`config.mk`:
```
export PLATFORM = sky130hd
export DESIGN_NAME = param_atomic_controller
export DESIGN_NICKNAME = d
export VERILOG_FILES = /design/src/rtl/atomic_alu_pkg.sv /design/src/rtl/ctrl_regfile.sv /design/src/rtl/param_atomic_controller.sv
export SDC_FILE = /design/constraint.sdc
export NUM_CORES = 1
export LEC_CHECK = 0
export CAP_MARGIN = 20
export CORE_MARGIN = 5
export CORE_UTILIZATION = 55
export DETAILED_ROUTE_END_ITERATION = 16
export GPL_TIMING_DRIVEN = 0
export HOLD_SLACK_MARGIN = 0.03
export PLACE_DENSITY = 0.78
export SYNTH_ARGS = -nofsm -noshare
export SYNTH_HDL_FRONTEND = slang
export SYNTH_SLANG_ARGS = --single-unit
```
`constraint.sdc`:
```
create_clock -name clk -period 3.9 [get_ports clk]
set_input_delay 0.585 -clock clk [delete_from_list [all_inputs] [get_ports clk]]
set_output_delay 0.585 -clock clk [all_outputs]
set_load 0.02 [all_outputs]
```
`src/rtl/atomic_alu_pkg.sv`:
```
// atomic_alu_pkg: controller state encoding and ALU opcode constants
package atomic_alu_pkg;
  typedef enum logic [2:0] {IDLE, DECODE, EXECUTE, WRITE_BACK, CAS_SWAP, DONE} ctrl_state_t;
  localparam logic [2:0] OP_ADD = 3'b000;
  localparam logic [2:0] OP_SUB = 3'b001;
  localparam logic [2:0] OP_AND = 3'b010;
  localparam logic [2:0] OP_OR  = 3'b011;
  localparam logic [2:0] OP_XOR = 3'b100;
  localparam logic [2:0] OP_SHL = 3'b101;
  localparam logic [2:0] OP_SHR = 3'b110;
  localparam logic [2:0] OP_CAS = 3'b111;
endpackage

```
`src/rtl/ctrl_regfile.sv`:
```
// ctrl_regfile: register file with two async reads, an observe port and two sync writes
module ctrl_regfile #(
  parameter int DATA_W  = 32,
  parameter int NREG    = 8,
  parameter int ZERO_R0 = 0,
  parameter int AW      = $clog2(NREG)
) (
  input  logic              clk,
  input  logic              rst,
  input  logic [AW-1:0]     ra_addr,
  input  logic [AW-1:0]     rb_addr,
  input  logic [AW-1:0]     obs_addr,
  output logic [DATA_W-1:0] ra_data,
  output logic [DATA_W-1:0] rb_data,
  output logic [DATA_W-1:0] obs_data,
  input  logic              we0,
  input  logic [AW-1:0]     wa0,
  input  logic [DATA_W-1:0] wd0,
  input  logic              we1,
  input  logic [AW-1:0]     wa1,
  input  logic [DATA_W-1:0] wd1
);
  logic [DATA_W-1:0] regs [NREG];
  function automatic logic [DATA_W-1:0] rd(input logic [AW-1:0] a);
    return (ZERO_R0 != 0 && a == '0) ? '0 : regs[a];
  endfunction
  always_comb begin
    ra_data  = rd(ra_addr);
    rb_data  = rd(rb_addr);
    obs_data = rd(obs_addr);
  end
  // port 1 is written last so it wins on an address collision
  always_ff @(posedge clk)
    if (rst)
      for (int i = 0; i < NREG; i++) regs[i] <= '0;
    else begin
      if (we0 && !(ZERO_R0 != 0 && wa0 == '0)) regs[wa0] <= wd0;
      if (we1 && !(ZERO_R0 != 0 && wa1 == '0)) regs[wa1] <= wd1;
    end
endmodule

```
`src/rtl/param_atomic_controller.sv`:
```
// param_atomic_controller: sequences register fetch, external ALU execution, write-back and CAS
module param_atomic_controller
  import atomic_alu_pkg::*;
#(
  parameter int DATA_W  = 32,
  parameter int NREG    = 8,
  parameter int REG_AW  = $clog2(NREG),
  parameter int OBS_REG = NREG - 1,
  parameter int ZERO_R0 = 0
) (
  input  logic                  clk,
  input  logic                  rst,
  input  logic [3+3*REG_AW-1:0] command,
  input  logic                  syscall,
  output logic                  busy,
  output logic                  done,
  input  logic                  wr_en,
  input  logic [REG_AW-1:0]     wr_addr,
  input  logic [DATA_W-1:0]     wr_data,
  input  logic                  Z,
  input  logic [DATA_W-1:0]     y,
  output logic [2:0]            alu_op_code,
  output logic [DATA_W-1:0]     data_a,
  output logic [DATA_W-1:0]     data_b,
  output logic [DATA_W-1:0]     register_out,
  output logic                  cas_ok
);
  ctrl_state_t state;
  logic [3+3*REG_AW-1:0] cmd_q;
  logic [DATA_W-1:0] y_q, rf_a, rf_b;
  logic z_q, drive, swap, we0;
  logic [2:0] op;
  logic [REG_AW-1:0] ra, rb, rd, rb_sel, wa0;
  logic [DATA_W-1:0] wd0;
  always_comb begin
    op     = cmd_q[3*REG_AW +: 3];
    ra     = cmd_q[2*REG_AW +: REG_AW];
    rb     = cmd_q[REG_AW +: REG_AW];
    rd     = cmd_q[0 +: REG_AW];
    drive  = state == DECODE || state == EXECUTE;
    swap   = state == CAS_SWAP && z_q;
    rb_sel = state == CAS_SWAP ? rd : rb;
    we0    = (state == IDLE && wr_en) || state == WRITE_BACK || swap;
    wa0    = state == IDLE ? wr_addr : state == WRITE_BACK ? rd : ra;
    wd0    = state == IDLE ? wr_data : state == WRITE_BACK ? y_q : rf_b;
    alu_op_code = drive ? op : 3'b000;
    data_a = drive ? rf_a : '0;
    data_b = drive ? rf_b : '0;
  end
  ctrl_regfile #(.DATA_W(DATA_W), .NREG(NREG), .ZERO_R0(ZERO_R0), .AW(REG_AW)) u_rf (
    .clk(clk), .rst(rst),
    .ra_addr(ra), .rb_addr(rb_sel), .obs_addr(REG_AW'(OBS_REG)),
    .ra_data(rf_a), .rb_data(rf_b), .obs_data(register_out),
    .we0(we0), .wa0(wa0), .wd0(wd0),
    .we1(swap), .wa1(rd), .wd1(rf_a)
  );
  always_ff @(posedge clk)
    if (rst) begin
      state  <= IDLE;
      cmd_q  <= '0;
      y_q    <= '0;
      z_q    <= 1'b0;
      busy   <= 1'b0;
      done   <= 1'b0;
      cas_ok <= 1'b0;
    end else
      case (state)
        IDLE: if (syscall) begin
          cmd_q <= command;
          busy  <= 1'b1;
          state <= DECODE;
        end
        DECODE: state <= EXECUTE;
        EXECUTE: begin
          y_q   <= y;
          z_q   <= Z;
          state <= op == OP_CAS ? CAS_SWAP : WRITE_BACK;
        end
        WRITE_BACK: begin
          done  <= 1'b1;
          state <= DONE;
        end
        CAS_SWAP: begin
          cas_ok <= z_q;
          done   <= 1'b1;
          state  <= DONE;
        end
        DONE: begin
          done  <= 1'b0;
          busy  <= 1'b0;
          state <= IDLE;
        end
        default: state <= IDLE;
      endcase
endmodule

```
==> results.md, run 1 <==
- Clock sink total: 310
- Leak Pwr: 7.77 nW
- Slowest CP cell: or3b_1
- RR Startpoint: state[1]$_SDFFE_PP0P_
- Most used cell, CP: buf_6
- FP Rows: 65
- Finished Layout Cells: 2034
- Final worst path period share: 98.4%
- TritonCTS clock tree: yes
- Clock root buffer: clkbuf_16
- TritonRoute pass-1 iters: 7
- Vias per cell: 7.21
- CTS buffer count: 31
- Least-Margin Pin Slew: 1190 ps
- Vias: 14700
- Area Overhead vs Synth: 23.2%
- Area of the die: 35200 um2
- Sequential area share after synthesis: 50.5%
- F_max: 261 MHz
- DRC violations left: 0
- HPWL after DPL: 41400 um
- Seq cells post-synth: 310
- HP Class: reg -> reg
- CP peak stage delay: 370 ps
- Overall power: 9.79 mW
- Mapped Cells: 1379
- Post-route ant nets: 0
- Most frequent cells in the layout: o22ai_1, edfxtp_1, clkdlybuf4s50_1
- Cell accounting for the most synthesized area: edfxtp_1
- H-tree depth: 1
- PD cells: 458 nW/um2
- HP Start: y_q[24]$_SDFFE_PP0P_
- Run status: completed
- Drt wl/cell: 30.4 um
- Number of synthesized flops with an enable pin: 256
- Post-synth top flop: edfxtp_1
- Clock buffer depth: 3
- Maximum vdd drop: 279 uV
- Core area: 31400 um2
- Crit path required time: 3310 ps
- Die Height: 188 um
- ANT cells: 0
- Iter 0 DRT Violations: 2351
- Ys Warns: 0
- Share of layout cells above drive strength 1: 20.5%
- Largest net degree at the start of global routing: 29
- Bufs and invs on worst path: 5
- Initial Utilization: 55.3%
- Final GP Congestion: 0.955
- Worst-Skew Late Latency: 580 ps
- Syn_nets: 1463
- Die width: 188 um
- Setup CP Type: reg -> out
- Post-layout min period: 3840 ps
- Reg2Reg Depth: 8
- Fin. max-slew vios: 0
- Critical path endpoint category: output pin
- RR Endpoint: u_rf.regs[3][5]$_DFFE_PP_
- Slew margin rel.: 20.5%
- Nets: 1692
- Vias in the first global route: 14700
- Final setup fails: 0
- Most common cell after layout, fill and taps aside: o22ai_1
- Synth async-reset ratio: 0%
- Mapped Area: 17400 um2
- Startpoint Class: register
- IO Count: 186
- First-pass GRT wire length: 90900 um
- Endpoints failing hold: 0
- Hold endpoint: y_q[24]$_SDFFE_PP0P_
- Final Skew: 19.9 ps
- Aggregate global-route resource usage: 34.0%
- Crit-path cells: buf_4, or3b_1, buf_6, mux2i_4, buf_6, buf_6, mux2i_1, a22oi_2, nand2_1, nor2_1, dlygate4sd2_1
- Unique masters post-synth: 45
- Wirelength, routed: 61800 um
- Max capacitance violation total: 0
- Clock transition at the registers of the reported paths: 70 ps
- Dpl cells: 1975
- CP Max Fanout: 10
- GR Overflow Total: 0
- Hold depth: 2
- Post-Synthesis Mean Instance Area: 12.6 um2
- Initial antenna violation count: 0
- R2r setup slk: 70 ps
- Arr. time, crit path: 3250 ps
- Port Buffers: 184
- Share of Yosys cell area claimed by the top area cell type: 44.3%
- Synth area leaders: edfxtp_1, mux2i_1, o22ai_1
- Fillers: 2220
- Delay-heaviest family, CP: buffers and inverters
per-layer routing:
| layer | vias up | routed length [um] | global-route usage [%] |
|---|---|---|---|
| li1 | 6076 | - | - |
| met1 | 6918 | 21000 | 43.2 |
| met2 | 1345 | 27000 | 51.8 |
| met3 | 317 | 9720 | 12.1 |
| met4 | 0 | 4100 | 17.4 |
| met5 | - | 0 | 0 |
state kept, by name, summed over array words and instances (netlist names), named ones only:
register   flops
u_rf.regs    256
done           1
z_q            1
busy           1
cas_ok         1
y_q           32
state          3
cmd_q         12
cell type report:
| class | instances | area [um2] | area share (%) |
|---|---|---|---|
| plain buffers | 133 | 743 | 3.47 |
| multi-input cells | 933 | 8340 | 39.0 |
| inverters | 3 | 11.3 | 0.0526 |
| clock inverters | 11 | 55.1 | 0.257 |
| flip-flops and latches | 310 | 8770 | 41.0 |
| well taps | 402 | 503 | 2.35 |
| clock buffers | 46 | 920 | 4.30 |
| repair buffers | 196 | 2050 | 9.58 |
Yosys cell counts (all sizes together) (2+ instances only):
master  number
clkbuf      85
and2         3
inv          3
mux4        64
a221o        6
edfxtp     256
o22a         2
nor3         3
nor2b        4
a22oi       65
or3b         3
dfxtp       54
nor2        81
a21oi       54
nor3b        4
a31oi       33
mux2         2
a22o        32
buf         48
nand3b       2
mux2i      163
nand3       10
nand2      135
o22ai      258
worst min-delay path: stages, from the launching register on:
cell and delay, ps:
dfxtp_1 310, nand2_1 50, a21oi_1 50
worst max path at each step:
stage | from | endpoint | slack [ps] | cells after the start
6_report | state[2]$_SDFFE_PP0P_ | data_b[28] | 60 | 11
5_1_grt | state[2]$_SDFFE_PP0P_ | data_b[3] | -9 | 11
3_3_place_gp | rst | u_rf.regs[7][25]$_DFFE_PP_ | -910 | 5
2_1_floorplan | state[1]$_SDFFE_PP0P_ | u_rf.regs[3][0]$_DFFE_PP_ | 900 | 7
3_5_place_dp | register | data_a[0] | -560 | 7
4_1_cts | register | data_a[7] | 5 | 7
where the power goes:
group | internal, mW | switching, mW | leakage (nW)
Sequential | 3.81 | 0.121 | 3.09
Clock | 1.62 | 1.30 | 0.496
Combinational | 1.10 | 1.84 | 4.19
cells by family (layout without fill, tap and decap cells):
| family | count (synthesis) | count (layout) | synth area share, % |
|---|---|---|---|
| buffers and inverters | 136 | 389 | 3.90 |
| flip-flops | 310 | 310 | 50.5 |
| AO/OA/AOI/OAI | 455 | 455 | 21.7 |
| multiplexers | 229 | 229 | 17.9 |
| AND/OR/NAND/NOR | 249 | 249 | 6.07 |
through the flow:
stage | util (%) | hold slack [ps] | setup slack [ps] | TNS, ps | cell area (um2)
global placement | 62.8 | 444 | -909 | -64900 | 19700
finish | 68.1 | 455 | 64.1 | 0 | 21400
detailed placement | 63.6 | 448 | -564 | -14990 | 20000
global route | 68.1 | 464 | -8.79 | -8.79 | 21400
floorplan | - | 437 | 899 | 0 | 17400
CTS | 67.9 | 456 | 5.33 | 0 | 21300
what timing repair did:
action	CTS	global route
hold buffers	0	0
resized for setup	147	30
setup buffers	0	2
cloned	0	0
endpoints found under the setup margin	64	52
No activity file was read; power rests on OpenSTA's default activity.
==> run 2: changes to the inputs <==
==> constraint.sdc (replaced) <==
create_clock -name clk -period 4.1 [get_ports clk]
set_input_delay 0.615 -clock clk [delete_from_list [all_inputs] [get_ports clk]]
set_output_delay 0.615 -clock clk [all_outputs]
set_load 0.02 [all_outputs]
==> results.md, run 2 (synthesized netlist as in run 1, its figures left out) <==
- Run status: completed
- TritonRoute pass-1 iters: 6 (-1)
- Clock sink total: 310 (unchanged)
- FP Rows: 65 (unchanged)
- TritonCTS clock tree: yes
- Area Overhead vs Synth: 23.5%
- Met2 routed WL: 27500 um (+2.1%)
- Die Height: 188 um (unchanged)
- Final setup fails: 0 (unchanged)
- Max layer used: met4
- Delay-heaviest family, CP: buffers and inverters
- Slowest CP cell: clkdlybuf4s50_1
- CP peak stage delay: 610 ps (+240 ps)
- Critical path endpoint category: output pin
- Initial antenna violation count: 0 (unchanged)
- GR Overflow Total: 0 (unchanged)
- Area of the die: 35200 um2 (unchanged)
- Port Buffers: 184 (unchanged)
- Maximum vdd drop: 264 uV (-5.2%)
- Core area: 31400 um2 (unchanged)
- Final worst path period share: 98.7%
- Fin util: 68.3% (+0.20 points)
- Drt wl/cell: 30.5 um (+0.33%)
- DRC violations left: 0 (unchanged)
- Crit path required time: 3480 ps (+170 ps)
- Initial Utilization: 55.3% (unchanged)
- Vias in the first global route: 14600 (-0.52%)
- Wirelength, routed: 62000 um (+0.33%)
- Regs by FF count: u_rf.regs: 256 flops, y_q: 32 flops, cmd_q: 12 flops
- Slew margin rel.: 22.8% (+2.3 points)
- Share of layout cells above drive strength 1: 20.3% (-0.18 points)
- Max capacitance violation total: 0 (unchanged)
- M1 wire length: 21200 um (+1.0%)
- Leak Pwr: 8.09 nW (+4.0%)
- ANT cells: 0 (unchanged)
- Most frequent cells in the layout: o22ai_1, edfxtp_1, clkdlybuf4s50_1
- Met3 routed WL: 9470 um (-2.5%)
- Aggregate global-route resource usage: 33.7% (-0.32 points)
- Final Skew: 11.9 ps (-7.94 ps)
- Bufs and invs on worst path: 4 (-1)
- Biggest register: u_rf.regs
- Placement Setup Slack: -394 ps (+170 ps)
- Fin. max-slew vios: 0 (unchanged)
- CTS buffer count: 31 (unchanged)
- Clock buffer depth: 3 (unchanged)
- Endpoints failing hold: 0 (unchanged)
- Multi-input gate area: 8290 um2 (-0.63%)
- IO Count: 186 (unchanged)
- Fin Setup TNS: 0 ps (unchanged)
- F_max: 247 MHz
- Largest register FFs: 256 (unchanged)
- Final GP Congestion: 0.955 (unchanged)
- Worst-Skew Late Latency: 570 ps (about the same)
- Startpoint Class: register
- First-pass GRT wire length: 90100 um (-0.85%)
- HP Class: reg -> reg
- Nets: 1692 (unchanged)
- HPWL after DPL: 41400 um (unchanged)
- Post-layout min period: 4040 ps
- Vias: 14800 (+0.89%)
- Vias per cell: 7.27 (+0.89%)
- Iter 0 DRT Violations: 2335 (-0.68%)
- Final setup margin: 55.2 ps (-8.91 ps)
- PD cells: 434 nW/um2 (-5.1%)
- Clock root buffer: clkbuf_16
- Post-route ant nets: 0 (unchanged)
- Crit-path cells: buf_2, buf_4, clkbuf_2, mux4_2, mux2i_4, nor2_1, clkdlybuf4s50_1
- Largest net degree at the start of global routing: 29 (unchanged)
- Clock transition at the registers of the reported paths: 60 ps (about the same)
- Arr. time, crit path: 3430 ps (+180 ps)
- Die width: 188 um (unchanged)
- H-tree depth: 1 (unchanged)
- Fillers: 2228 (+0.36%)
- FF/Latch Area: 8770 um2 (unchanged)
- CP Max Fanout: 10 (unchanged)
- Most common cell after layout, fill and taps aside: o22ai_1
- Hold Slack: 455 ps (-0.171 ps)
- Setup CP Type: reg -> out
- Least-Margin Pin Slew: 1160 ps (-35.0 ps)
-- run 2: cell count changes in the layout (fill, tap and decap cells not counted) --
cell             delta
buf_16              +1
clkdlybuf4s15_2     +1
mux2i_2             +6
clkdlybuf4s50_1     +1
clkdlybuf4s15_1     -4
clkbuf_2            +1
buf_4               -8
mux2i_4             -6
dlymetal6s2s_1     +24
buf_2               -1
dlygate4sd2_1      -18
clkbuf_4            +3
-- run 2: path summary, 6_finish.rpt --
kind                                                   end  slack (ps)  depth (start not counted)             startpoint
worst max register to register  u_rf.regs[3][10]$_DFFE_PP_         250                          8  state[1]$_SDFFE_PP0P_
worst min-delay path                  y_q[24]$_SDFFE_PP0P_         450                          2   y_q[24]$_SDFFE_PP0P_
worst max-delay path                             data_a[8]          60                          7               register
worst min register to register        y_q[24]$_SDFFE_PP0P_         450                          2   y_q[24]$_SDFFE_PP0P_
-- run 2: cell type report --
class / count / share of cell area [%]
sequential: 310 / 40.9
multi-input combinational: 933 / 38.6
timing repair buffer: 196 / 10.1
clock buffer: 46 / 4.29
buffer: 133 / 3.47
tap: 402 / 2.34
clock inverter: 11 / 0.257
inverter: 3 / 0.0525
-- run 2: worst min-delay path, delay by kind of cell (launching register included) --
kind	cells	cell delay, ps
compound gates	1	50
flops	1	310
simple gates	1	50
-- run 2: stage by stage --
step | power (mW) | instances | instance area [um2]
2_1_floorplan | 5.46 | 1379 | 17400
3_3_place_gp | 6.31 | 1965 | 19700
3_5_place_dp | 6.39 | 1975 | 20000
4_1_cts | 9.15 | 2032 | 21200
5_1_grt | 9.55 | 2034 | 21500
6_report | 9.32 | 2034 | 21500
-- run 2: repair_timing --
action                                  4_1_cts  5_1_grt
resized for setup                            92       55
endpoints found under the setup margin       64       54
buffers inserted                              0        1
pin swaps                                     1        1
hold buffers                                  0        0
-- run 2: power by group --
| part | internal (mW) | total, mW | switching (mW) | leakage [nW] |
|---|---|---|---|---|
| combinational | 1.06 | 2.79 | 1.74 | 4.50 |
| clock | 1.54 | 2.78 | 1.24 | 0.496 |
| sequential | 3.63 | 3.74 | 0.117 | 3.09 |
-- run 2: layer usage --
| layer | GRT usage (%) | up-vias |
|---|---|---|
| li1 | - | 6056 |
| met1 | 43.6 | 7060 |
| met5 | 0 | - |
| met3 | 11.3 | 305 |
| met2 | 51.3 | 1366 |
| met4 | 16.5 | 0 |
